## src/rtl/sort_arbiter.sv

```systemverilog
// Round-robin front end that shares one external sorter between N_REQ requesters.
// Define SORT_ARB_TIMEOUT_EN to add a watchdog that aborts a job stuck waiting on the sorter.
module sort_arbiter #(
    parameter int N       = 6,
    parameter int WIDTH   = 8,
    parameter int N_REQ   = 4,
    parameter int TIMEOUT = 64,
    localparam int ID_W   = (N_REQ > 1) ? $clog2(N_REQ) : 1
) (
    input  logic                                 clk,
    input  logic                                 rst_n,
    input  logic [N_REQ-1:0]                     req,
    input  logic [N_REQ-1:0][N-1:0][WIDTH-1:0]   req_data,
    output logic [N_REQ-1:0]                     gnt,
    output logic                                 sort_start,
    output logic [N-1:0][WIDTH-1:0]              sort_data,
    input  logic                                 sort_done,
    input  logic [N-1:0][WIDTH-1:0]              sort_result,
    output logic                                 rsp_valid,
    input  logic                                 rsp_ready,
    output logic [ID_W-1:0]                      rsp_id,
    output logic [N-1:0][WIDTH-1:0]              rsp_data,
    output logic                                 rsp_err,
    output logic                                 busy
);

    typedef enum logic [2:0] {
        IDLE,
        LOAD,
        START,
        WAIT,
        RESP
    } state_t;

    state_t                  state_q;
    state_t                  state_d;
    logic [ID_W-1:0]         rr_ptr;
    logic [ID_W-1:0]         win_q;
    logic [ID_W-1:0]         pick_idx;
    logic [ID_W-1:0]         next_ptr;
    logic                    pick_valid;
    logic [N-1:0][WIDTH-1:0] operand_q;
    logic [N-1:0][WIDTH-1:0] rsp_data_q;
    logic                    wdog_expired;

`ifdef SORT_ARB_TIMEOUT_EN
    localparam int CNT_W = $clog2(TIMEOUT + 1);

    logic [CNT_W-1:0] wdog_q;
    logic             err_q;

    assign wdog_expired = (wdog_q == CNT_W'(TIMEOUT - 1));
    assign rsp_err      = err_q;
`else
    assign wdog_expired = 1'b0;
    assign rsp_err      = 1'b0;
`endif

    // Scan from rr_ptr upward (wrapping) and take the first active request.
    always_comb begin : arbitrate
        int cand;
        cand       = 0;
        pick_valid = 1'b0;
        pick_idx   = '0;
        for (int k = 0; k < N_REQ; k++) begin
            cand = (int'(rr_ptr) + k) % N_REQ;
            if (!pick_valid && req[cand[ID_W-1:0]]) begin
                pick_valid = 1'b1;
                pick_idx   = cand[ID_W-1:0];
            end
        end
        if (pick_idx == ID_W'(N_REQ - 1)) begin
            next_ptr = '0;
        end else begin
            next_ptr = pick_idx + ID_W'(1);
        end
    end

    always_ff @(posedge clk or negedge rst_n) begin
        if (!rst_n) begin
            state_q <= IDLE;
        end else begin
            state_q <= state_d;
        end
    end

    always_comb begin
        state_d    = state_q;
        gnt        = '0;
        sort_start = 1'b0;
        rsp_valid  = 1'b0;
        busy       = (state_q != IDLE);
        case (state_q)
            IDLE: begin
                if (pick_valid) begin
                    state_d = LOAD;
                end
            end
            LOAD: begin
                gnt[win_q] = 1'b1;
                state_d    = START;
            end
            START: begin
                sort_start = 1'b1;
                state_d    = WAIT;
            end
            WAIT: begin
                if (sort_done || wdog_expired) begin
                    state_d = RESP;
                end
            end
            RESP: begin
                rsp_valid = 1'b1;
                if (rsp_ready) begin
                    state_d = IDLE;
                end
            end
            default: begin
                state_d = IDLE;
            end
        endcase
    end

    // Operand and winner are latched only at arbitration, so sort_data is frozen for the whole job.
    always_ff @(posedge clk or negedge rst_n) begin
        if (!rst_n) begin
            rr_ptr     <= '0;
            win_q      <= '0;
            operand_q  <= '0;
            rsp_data_q <= '0;
        end else begin
            if (state_q == IDLE && pick_valid) begin
                operand_q <= req_data[pick_idx];
                win_q     <= pick_idx;
                rr_ptr    <= next_ptr;
            end
            if (state_q == WAIT) begin
                if (sort_done) begin
                    rsp_data_q <= sort_result;
                end else if (wdog_expired) begin
                    rsp_data_q <= '0;
                end
            end
        end
    end

`ifdef SORT_ARB_TIMEOUT_EN
    // sort_done has priority over an expiry landing in the same cycle.
    always_ff @(posedge clk or negedge rst_n) begin
        if (!rst_n) begin
            wdog_q <= '0;
            err_q  <= 1'b0;
        end else begin
            if (state_q == START) begin
                wdog_q <= '0;
            end else if (state_q == WAIT) begin
                wdog_q <= wdog_q + CNT_W'(1);
            end
            if (state_q == WAIT) begin
                if (sort_done) begin
                    err_q <= 1'b0;
                end else if (wdog_expired) begin
                    err_q <= 1'b1;
                end
            end
        end
    end
`endif

    assign sort_data = operand_q;
    assign rsp_id    = win_q;
    assign rsp_data  = rsp_data_q;

endmodule

```

## config.mk

```make
export PLATFORM = sky130hd
export DESIGN_NAME = sort_arbiter
export DESIGN_NICKNAME = d
export VERILOG_FILES = /design/src/rtl/sort_arbiter.sv
export SDC_FILE = /design/constraint.sdc
export NUM_CORES = 1
export LEC_CHECK = 0
export ABC_CLOCK_PERIOD_IN_PS = 4850
export CAP_MARGIN = 10
export CORE_AREA = 2 2 137 139
export CTS_CLUSTER_SIZE = 40
export DETAILED_ROUTE_END_ITERATION = 10
export DIE_AREA = 0 0 139 141
export PLACE_DENSITY = 0.64
export SETUP_SLACK_MARGIN = 0.3
export SLEW_MARGIN = 30
export SYNTH_ARGS = -nofsm -noshare
export SYNTH_HDL_FRONTEND = slang
export SYNTH_SLANG_ARGS = --single-unit
```

## constraint.sdc

```tcl
create_clock -name clk -period 4.85 [get_ports clk]
set_input_delay 0.485 -clock clk [delete_from_list [all_inputs] [get_ports clk]]
set_output_delay 0.485 -clock clk [all_outputs]
set_load 0.02 [all_outputs]
```

Yosys cells after proc, flatten, opt, wreduce, memory -nomap -nowiden. Cells that the tools add are included. Widths: inputs -> output; s select.

$add $sub $neg: 4. $lt $le $gt $ge: 7. Equal/unequal tests: 8. Muxes and demuxes: 28. Reductions and logical operators: 12.

Operator list (count): $bmux 48 s2 (1); $mux 48 (1); $lt 2x3->1 const B (6); $pmux 3 s5 (1); $mux 1 (11); $mux 2 (5); $mux 3 (3); $bmux 1 s2 (4); $eq 3x2->1 const B (2); $ne 2x2->1 const B (3); $logic_and 1x1->1 (5); $add 2x1->2 const B (2); $add 2x2->2 const B (2); $mux 4 (1); $eq 3x1->1 const B (1); $eq 3x3->1 const B (1); $logic_not 1->1 (3); $logic_not 3->1 (1); $reduce_and 3->1 (1); $reduce_bool 3->1 (1); $demux 1 s2 (1); $eq 2x2->1 const B (1); $ge 2x1->1 const B (1); $reduce_and 2->1 (1).

Register bits after elaboration: 103. Output and inout bits: 106. Logic and storage cells: 74.

Longest topological paths before layout. Gate-level depths: netlist of run 1.

Depth in word-level cells: 14. Gate-level depth with buffers: 9. Mapped depth without buffers: 5.

Worst setup path before layout of run 1. OpenSTA, ideal clock, no wires.

Kind: flip-flop to flip-flop. From: register state_q[1]. To: register operand_q, in the netlist sort_data[0]. Arrival time: 1.894 ns. Path slack: 2.870 ns. Cell stages (with the launch flop): 10. Buffers on the path: 5. Period minus slack after synthesis: 1.980 ns. Cell sequence: dfrtp_1 -> buf_6 -> or3_4 -> nand2b_4 -> buf_6 -> or2_1 -> clkbuf_1 -> buf_6 -> buf_6 -> o221ai_2.

Word-level cells in the longest chain between the ends: 2.

RTL lines: start, declared (line 35) `state_t state_q;`; start signal, assigned (line 83) `state_q <= state_d;`; $logic_not 3->1 (line 132) `if (state_q == IDLE && pick_valid) begin`; $logic_and 1x1->1 (line 132); end signal, assigned (line 133) `operand_q <= req_data[pick_idx];`; end, declared (line 42) `logic [N-1:0][WIDTH-1:0] operand_q;`.

Every way passes these cells. A chain may end at the register's enable or synchronous reset.

Final worst setup path of run 1.
From: input req[1]. To: register operand_q, in the netlist sort_data[10].

Word-level cells in the longest chain between the ends: 14. Elaborated cells between the ends (all ways): 25. Classes of those cells: 18 x mux; 7 x reduce/logical.

RTL lines: start, declared (line 12) `input logic [N_REQ-1:0] req,`; $bmux 1 s2 (line 67) `if (!pick_valid && req[cand[ID_W-1:0]]) begin`; $mux 1 (not written as such) (line 67); $mux 1 (line 67); $logic_not 1->1 (line 67); $logic_and 1x1->1 (line 67); $mux 1 (line 67); $logic_not 1->1 (line 67); $logic_and 1x1->1 (line 67); $mux 1 (line 67); $logic_not 1->1 (line 67); $logic_and 1x1->1 (line 67); $mux 2 (line 67); $bmux 48 s2 (line 133); $mux 48 (not written as such) (line 133).

Several ways; a longest one is shown, not always the timed one. The select of a mux whose other input is x is not followed.

==> out/metrics.yaml, run 1 <==
status: "finished, final reports clean"
wl_met1_um: 7310
r2r_end: "sort_data[10]"
area_delta_synth_final_pct: 77.5
gp_congestion: 0.878
ys_seq_area_share_pct: 49.7
finalPower_uw: 5370
internal_power_uw: 3260
cts_max_path_buffers: 2
wl_met3_um: 1550
dieArea_mm2: 0.0196
clk_pin_slew_ns: 0.08
synth.largest_area_cell: "dfrtp_1"
cts_root_buf: "clkbuf_16"
core_mm2: 0.0183
avgSynthCellArea_um2: 12.2
yosys.cell_types.count: 32
drtIter0Drc: 180
cts_sinks: 103
cts_tree: "yes"
fin_nets: 1004
start_kind: "input port"
p_leak_uw: 0.00386
clock_power_share_pct: 14.2
power_density_mw_per_mm2: 583
via_count: 4733
hold_violations: 0
syn_nets: 672
required_ns: 5.05
rsz0062_at_grt: "false"
drtPass1Iterations: 4
dpl-instance-area_mm2: 0.00890
num_rows: 50
critical_path.top_delay_family: "compound AO/OA/AOI/OAI gates"
max_cap_violations: 0
end_kind: "flip-flop"
postLayoutCellArea_mm2: 0.00921
stdcell_count: 995
grt_pass1_wl_um: 28600
yosys-top-cells-area: "dfrtp_1 (50%), mux2i_1 (19%), mux2_2 (11%)"
crit_path_cell_trace: "clkdlybuf4s50_1 > nand2b_1 > a21oi_1 > o32a_2 > buf_12 > mux2i_1 > o221ai_1"
cp.arrival_ns: 2.99
path_buf_inv: 2
synth-edff-count: 0
top_layer: "met4"
syn_area_mm2: 0.00519
cp_slowest_cell: "o32a_2"
grt_pass1_vias: 5064
drc_errors: 0
seq_power_share_pct: 28.9
fin_tns_setup_ns: 0
final-setup-viol-count: 0
start_util_pct: 28.4
worst_pin_slew_ns: 0.868
synth-async-reset-ratio_pct: 100
criticalPathCategory: "input port to flip-flop"
post_cts_buffers: 0
synthCells: 424
die_y_um: 141
drive_gt1_share_pct: 11.0
antenna_found_initial: 0
n_fill_cell: 1654
cts-htree-levels: 3
cp_slowest_stage_delay_ns: 0.73
overflow: 0
grtUsageTotal_pct: 18.4
ys_warn_count: 0
grt_max_degree: 72
wl_met2_um: 9230
r2r_cells: 5
wl_per_cell_um: 18.5
r2r_slack_ns: 2.34
design.portCount: 354
rr_startpoint: "rr_ptr[0]"
min_period_ns: 2.79
n_antenna_cell: 0
hold_buffers: 0
p_switching_uw: 2120
comb_power_share_pct: 56.9
hpwl_um: 14300
dpl.cell_count: 979
clock_latency_ns: 0.34
cts-buffers-inserted: 9
p_sw_share_pct: 39.4
routed_via_density: 4.76
cts-resized-gates: 0
ant_nets: 0
fin_crit_sh_pct: 57.6
place.port_buffers: 352
yosys-top-cells-count: "dfrtp_1 (103), mux2i_1 (96), nand2_1 (55)"
clock.fmax_mhz: 358
relSlewSlack_pct: 42.1
synth_seq_cells: 103
die_x_um: 139
yosysMostFrequentCell: "dfrtp_1"
synth-main-ff-cell: "dfrtp_1"
hold_path_class: "input port to asynchronous set/reset pin"
cp_max_fo: 71
drt-total-wl_um: 18500
report.final.slew_viol_count: 0
fin_skew_ns: 0.00804
synth_top_area_share_pct: 49.7
vdd_drop_max_mv: 0.349
[worst register-to-register path, delay by kind of cell, from the launching register on]
family          cells  cell delay (ns)
compound gates      2             0.88
mux                 1             0.44
flops               1             0.41
simple gates        1             0.16
buf+inv             1             0.47
[registers in the layout, summed over array words and instances (netlist names)]
signal,cells
sort_data,48
rsp_id,2
state_q,3
rr_ptr,2
rsp_data,48
[through the flow]
stage	util, %	hold slack, ns	setup slack [ns]
2_1_floorplan	-	0.189	2.87
3_3_place_gp	48.6	0.467	1.56
3_5_place_dp	48.7	0.472	1.71
4_1_cts	50.4	0.222	2.08
5_1_grt	50.4	0.254	1.88
6_report	50.4	0.192	2.06
[how the worst max path moves through the flow]
stage                from            end  slack [ns]  cells past startpoint
4_1_cts            req[1]  sort_data[23]        2.08                      7
3_5_place_dp       req[1]  sort_data[23]        1.71                      7
6_report           req[1]  sort_data[10]        2.06                      7
2_1_floorplan  state_q[1]   sort_data[0]        2.87                      9
3_3_place_gp       req[3]   sort_data[8]        1.56                      6
5_1_grt            req[1]  sort_data[30]        1.88                      7
[per-layer routing]
layer,up-vias,track usage (%)
li1,2236,-
met1,2264,22.0
met2,210,31.7
met3,23,5.60
met4,0,5.74
met5,-,0
[area by class of cell]
cell class                      count  area (um^2)  area share [%]
Timing Repair Buffer              356         3580            38.9
Sequential cell                   103         2580            28.0
Multi-Input combinational cell    285         2440            26.5
Tap cell                          234          293            3.18
Clock buffer                        9          225            2.44
Clock inverter                      7         85.1           0.924
Inverter                            1         3.75          0.0407
[cells in the final DEF (no fill, tap or decap), drive strengths merged, types with 3 or more instances in the layout]
master / Yosys / final
buf: 23 / 5
clkbuf: 12 / 9
clkdlybuf4s50: 0 / 351
dfrtp: 103 / 103
inv: 1 / 5
mux2: 49 / 49
mux2i: 96 / 96
nand2: 55 / 55
nand2b: 4 / 4
nor2: 7 / 7
nor2b: 3 / 3
nor3b: 3 / 3
o21ai: 4 / 4
o221ai: 48 / 48
[power by group through the flow]
stage	Clock (uW)	Combinational [uW]	Sequential, uW
floorplan	0	1210	2040
global placement	0	3020	1550
detailed placement	0	3090	1570
CTS	791	3100	1560
global route	827	3270	1610
finish	764	3060	1560
[logic make-up after synthesis]
family	after synthesis	synth area share [%]
multiplexers	145	29.1
AO/OA/AOI/OAI	58	10.4
XOR/XNOR	1	0.169
flip-flops	103	49.7
buffers and inverters	36	3.52
other	1	0.0723
AND/OR/NAND/NOR	80	7.04
Note: power is estimated with default switching activity, not from simulation.
==> inputs of run 2 (changes only) <==
ABC_CLOCK_PERIOD_IN_PS = 2920   (was 4850)
CORE_AREA = 2 2 139 141   (was 2 2 137 139)
DIE_AREA = 0 0 141 143   (was 0 0 139 141)
PLACE_DENSITY = 0.63   (was 0.64)
clock period = 2.92 ns   (was 4.85 ns; I/O delays follow)
==> out/metrics.yaml, run 2 (same netlist as run 1, synthesis figures left out) <==
grt_max_degree: 54  # -25%
die_x_um: 141  # +1.4%
cts-buffers-inserted: 9  # unchanged
hold_violations: 4  # +4
end_kind: "output pin"
fin_tns_setup_ns: 0  # unchanged
num_rows: 50  # unchanged
report.final.slew_viol_count: 0  # unchanged
via_count: 4872  # +2.9%
grt_pass1_wl_um: 29400  # +2.8%
grt_pass1_vias: 5158  # +1.9%
ant_nets: 0  # unchanged
start_kind: "flip-flop"
drc_errors: 0  # unchanged
vdd_drop_max_mv: 0.484  # +39%
rsz0062_at_grt: "false"
cts_sinks: 103  # unchanged
layout_commonest_cell: "clkdlybuf4s50_1"
clock.fmax_mhz: 441
postLayoutCellArea_mm2: 0.00931  # +1.1%
dpl-instance-area_mm2: 0.00900  # +1.2%
routed_via_density: 4.83  # +1.6%
cp_max_fo: 7  # -90%
drt-total-wl_um: 19400  # +5.0%
post_cts_buffers: 0  # unchanged
drtPass1Iterations: 4  # unchanged
final-setup-viol-count: 0  # unchanged
design.portCount: 354  # unchanged
n_fill_cell: 1665  # +0.67%
dieArea_mm2: 0.0202  # +2.9%
power_density_mw_per_mm2: 972  # +67%
cts-htree-levels: 3  # unchanged
hpwl_um: 15000  # +4.9%
pre_cts_slack_ns: 0.442  # -1.27 ns
cts-resized-gates: 0  # unchanged
status: "finished with violations"
cts_root_buf: "clkbuf_16"
grtUsageTotal_pct: 18.9  # +0.51 points
gp_congestion: 0.824  # -6.2%
fin_skew_ns: 0.00725  # -0.000795 ns
wl_per_cell_um: 19.2  # +3.6%
drtIter0Drc: 184  # +2.2%
min_period_ns: 2.27
fin_nets: 1017  # +1.3%
max_cap_violations: 0  # unchanged
area_delta_synth_final_pct: 79.4
criticalPathCategory: "flip-flop to output pin"
p_leak_uw: 0.00391  # +1.4%
fin_crit_sh_pct: 77.6
place.port_buffers: 352  # unchanged
hold_buffers: 0  # unchanged
required_ns: 2.63  # -2.42 ns
overflow: 0  # unchanged
cp.arrival_ns: 1.97  # -1.02 ns
final_cell_mix: "clkdlybuf4s50_1 (351), dfrtp_1 (103), mux2i_1 (96)"
core_mm2: 0.0186  # +1.7%
setup_ws_ns: 0.654  # -1.40 ns
n_antenna_cell: 0  # unchanged
antenna_found_initial: 0  # unchanged
cts_max_path_buffers: 2  # unchanged
die_y_um: 143  # +1.4%
clk_pin_slew_ns: 0.07  # about the same
clock_latency_ns: 0.34  # about the same
whs_ns: -0.00456  # -0.196 ns
relSlewSlack_pct: 51.5  # +9.3 points
violations: "hold timing"
cts_tree: "yes"
finalPower_uw: 9050  # +68%
drive_gt1_share_pct: 12.4  # +1.4 points
start_util_pct: 27.9  # -0.48 points
hold_path_class: "input port to asynchronous set/reset pin"
worst_pin_slew_ns: 0.728  # -0.140 ns
[run 2: changes by cell type in the layout (fill, tap and decap cells not counted)]
cell        previous run  this run
inv_6                  3         1
clkbuf_8               0         1
buf_16                 1         0
clkinv_4               2         0
buf_12                 1         3
clkinvlp_4             0         2
clkbuf_1               0         1
buf_4                  3        15
[run 2: final timing paths]
path / startpoint / to / slack [ns] / depth (start not counted)
min in group clk: sort_data[40] / sort_data[40] / 0.49 / 2
min reg2reg: sort_data[40] / sort_data[40] / 0.49 / 2
min: rst_n / sort_data[3] / -0.005 / 1
max reg2reg: rr_ptr[0] / sort_data[32] / 0.91 / 5
max: state_q[2] / gnt[3] / 0.65 / 4
max in group asynchronous: rst_n / rsp_id[1] / 2.14 / 2
[run 2: report_power, final]
part	leakage (uW)	internal, uW	total [uW]	switching [uW]
combinational	0.00253	2640	5190	2550
clock	0.000144	699	1270	569
sequential	0.00124	2160	2590	434
[run 2: per-stage QoR]
stage               util [%]  instances
global route            50.1       1008
floorplan                  -        424
detailed placement      48.5        992
global placement        48.5        992
finish                  50.1       1008
CTS                     50.1       1008
[run 2: cell type report]
type	count	area, um^2	share of cell area, %
clock buffer	11	243	2.61
clock inverter	5	65.1	0.699
inverter	1	3.75	0.0403
multi-input combinational	285	2440	26.3
sequential	103	2580	27.7
tap	234	293	3.14
timing repair buffer	369	3690	39.6
[run 2: metal layers]
layer  up-vias  global-route usage (%)  part of all wire (%)
met3        19                    6.14                   8.3
met1      2357                    22.4                    39
met2       234                    33.0                    51
met5         -                       0                     0
met4         0                    5.05                   1.7
li1       2262                       -                     -
[run 2: critical path, stage by stage, from the launching register on]
cell	delay, ns
dfrtp_1	0.45
nand2b_1	0.21
nor2_1	0.15
and3_1	0.18
clkdlybuf4s50_1	0.64
==> inputs of run 3 (changes only) <==
ABC_CLOCK_PERIOD_IN_PS = 2000   (was 2920)
PLACE_DENSITY = 0.65   (was 0.63)
clock period = 2 ns   (was 2.92 ns; I/O delays follow)
==> out/metrics.yaml, run 3 (same netlist as run 1, synthesis figures left out) <==
status: "finished, final reports clean"
drt-total-wl_um: 20500  # +6.0%
cts_sinks: 103  # unchanged
clk_pin_slew_ns: 0.08  # about the same
rsz0062_at_grt: "true"
critPathCapture: "sort_data[46]"
grt_pass1_wl_um: 29900  # +1.8%
r2r_slack_ns: 0.20  # -0.71 ns
cts_max_path_buffers: 2  # unchanged
drtIter0Drc: 206  # +12%
setup.worst_path.start: "state_q[2]"
internal_power_uw: 8700  # +58%
criticalPathCategory: "flip-flop to flip-flop"
multi_input_area_mm2: 0.00274  # +12%
whs_ns: 0.351  # +0.356 ns
utilization_pct: 53.9  # +3.8 points
start_kind: "flip-flop"
n_antenna_cell: 0  # unchanged
die_x_um: 141  # unchanged
seq_area_mm2: 0.00258  # about the same
die_y_um: 143  # unchanged
fin_skew_ns: 0.0115  # +0.00426 ns
rr_startpoint: "state_q[2]"
report.final.slew_viol_count: 0  # unchanged
seq_power_share_pct: 26.1  # -2.5 points
num_rows: 50  # unchanged
overflow: 0  # unchanged
final-setup-viol-count: 0  # unchanged
grt_max_degree: 50  # -7.4%
routed_via_density: 4.88  # +0.98%
p_switching_uw: 5610  # +58%
grtUsageTotal_pct: 19.4  # +0.54 points
hold_violations: 0  # -4
cts-htree-levels: 3  # unchanged
wl_per_cell_um: 20.0  # +3.9%
hpwl_um: 14800  # -1.1%
end_kind: "flip-flop"
gp_congestion: 0.819  # -0.57%
drtPass1Iterations: 4  # unchanged
p_leak_uw: 0.00419  # +7.1%
max_cap_violations: 0  # unchanged
start_util_pct: 27.9  # unchanged
dieArea_mm2: 0.0202  # unchanged
grt_pass1_vias: 5434  # +5.4%
r2r_end: "sort_data[46]"
area_delta_synth_final_pct: 93.1
p_sw_share_pct: 39.2  # about the same
clock_power_share_pct: 13.0  # -1.0 points
postLayoutCellArea_mm2: 0.0100  # +7.6%
clock.fmax_mhz: 556
hold_path_class: "input port to asynchronous set/reset pin"
place.port_buffers: 352  # unchanged
cp_max_fo: 7  # unchanged
cts-buffers-inserted: 9  # unchanged
layout_commonest_cell: "clkdlybuf4s50_1"
cts_root_buf: "clkbuf_16"
r2r_cells: 5  # unchanged
cts_tree: "yes"
antenna_found_initial: 0  # unchanged
fin_crit_sh_pct: 90.0
design.portCount: 354  # unchanged
n_fill_cell: 1572  # -5.6%
drc_errors: 0  # unchanged
drive_gt1_share_pct: 21.5  # +9.1 points
final_cell_mix: "clkdlybuf4s50_1 (341), dfrtp_1 (102), mux2i_1 (76)"
ant_nets: 0  # unchanged
core_mm2: 0.0186  # unchanged
via_count: 5022  # +3.1%
cp.arrival_ns: 2.05  # +0.08 ns
comb_power_share_pct: 60.8  # +3.4 points
required_ns: 2.25  # -0.38 ns
clock_latency_ns: 0.35  # about the same
power_density_mw_per_mm2: 1430  # +47%
dpl-instance-area_mm2: 0.00906  # +0.67%
min_period_ns: 1.80
vdd_drop_max_mv: 0.732  # +51%
fin_nets: 1038  # +2.1%
==> run 3: cell count changes in the layout (fill, tap and decap cells not counted), moves of 7 or more <==
cell             previous run  this run
buf_16                      0         8
clkdlybuf4s50_1           351       341
mux2i_1                    96        76
mux2i_2                     0        13
mux2i_4                     0         7
o221ai_1                   39        27
o221ai_2                    9        21
==> run 3: critical path: stages (launching register included) <==
cell	delay (ns)
dfrtp_1	0.39
or3_4	0.40
nand2b_4	0.15
or2_4	0.33
clkbuf_16	0.20
o221ai_2	0.21
==> run 3: metrics by stage <==
| stage | power [uW] | setup WS [ns] | std cells | setup TNS, ns |
|---|---|---|---|---|
| CTS | 14100 | 0.197 | 1025 | 0 |
| global route | 15100 | 0.162 | 1029 | 0 |
| global placement | 11300 | -0.237 | 997 | -5.24 |
| detailed placement | 11400 | -0.256 | 997 | -6.66 |
| floorplan | 7900 | 0.0295 | 424 | 0 |
| finish | 14300 | 0.201 | 1029 | 0 |
==> run 3: how the worst min path moves through the flow <==
| stage | end | slack, ns | cells past startpoint | startpoint |
|---|---|---|---|---|
| finish | rsp_data[15] | 0.35 | 2 | rst_n |
| global route | rsp_data[18] | 0.36 | 2 | rst_n |
| CTS | rsp_data[15] | 0.35 | 2 | rst_n |
| detailed placement | rsp_data[17] | 0.19 | 1 | rst_n |
| global placement | rsp_data[15] | 0.18 | 1 | rst_n |
| floorplan | rr_ptr[0] | -0.1 | 0 | rst_n |
==> run 3: metal layers <==
| layer | wire length, um | track usage, % | vias up |
|---|---|---|---|
| li1 | - | - | 2307 |
| met5 | 0 | 0 | - |
| met3 | 1560 | 5.50 | 35 |
| met4 | 545 | 7.63 | 0 |
| met2 | 10600 | 34.8 | 241 |
| met1 | 7800 | 21.8 | 2439 |
==> run 3: final cells by class <==
cell class,instances,share of cell area [%]
Timing Repair Buffer,390,40.8
Tap cell,234,2.92
Multi-Input combinational cell,285,27.4
Clock buffer,9,2.25
Clock inverter,7,0.899
Sequential cell,103,25.7
Inverter,1,0.0374
==> run 3: timing repair <==
action | 4_1_cts | 5_1_grt
pin swaps | 7 | 7
setup buffers | 4 | 1
endpoints found under the hold margin | 31 | 0
hold buffers | 1 | 0
gates resized for setup | 59 | 56
cloned | 7 | 3
setup endpoints to repair | 55 | 57
==> run 3: power by group through the flow <==
stage | combinational [uW] | clock, uW | sequential, uW
6_report | 8710 | 1870 | 3740
5_1_grt | 9180 | 2040 | 3870
4_1_cts | 8390 | 1950 | 3720
3_5_place_dp | 7700 | 0 | 3750
3_3_place_gp | 7560 | 0 | 3710
2_1_floorplan | 2960 | 0 | 4940
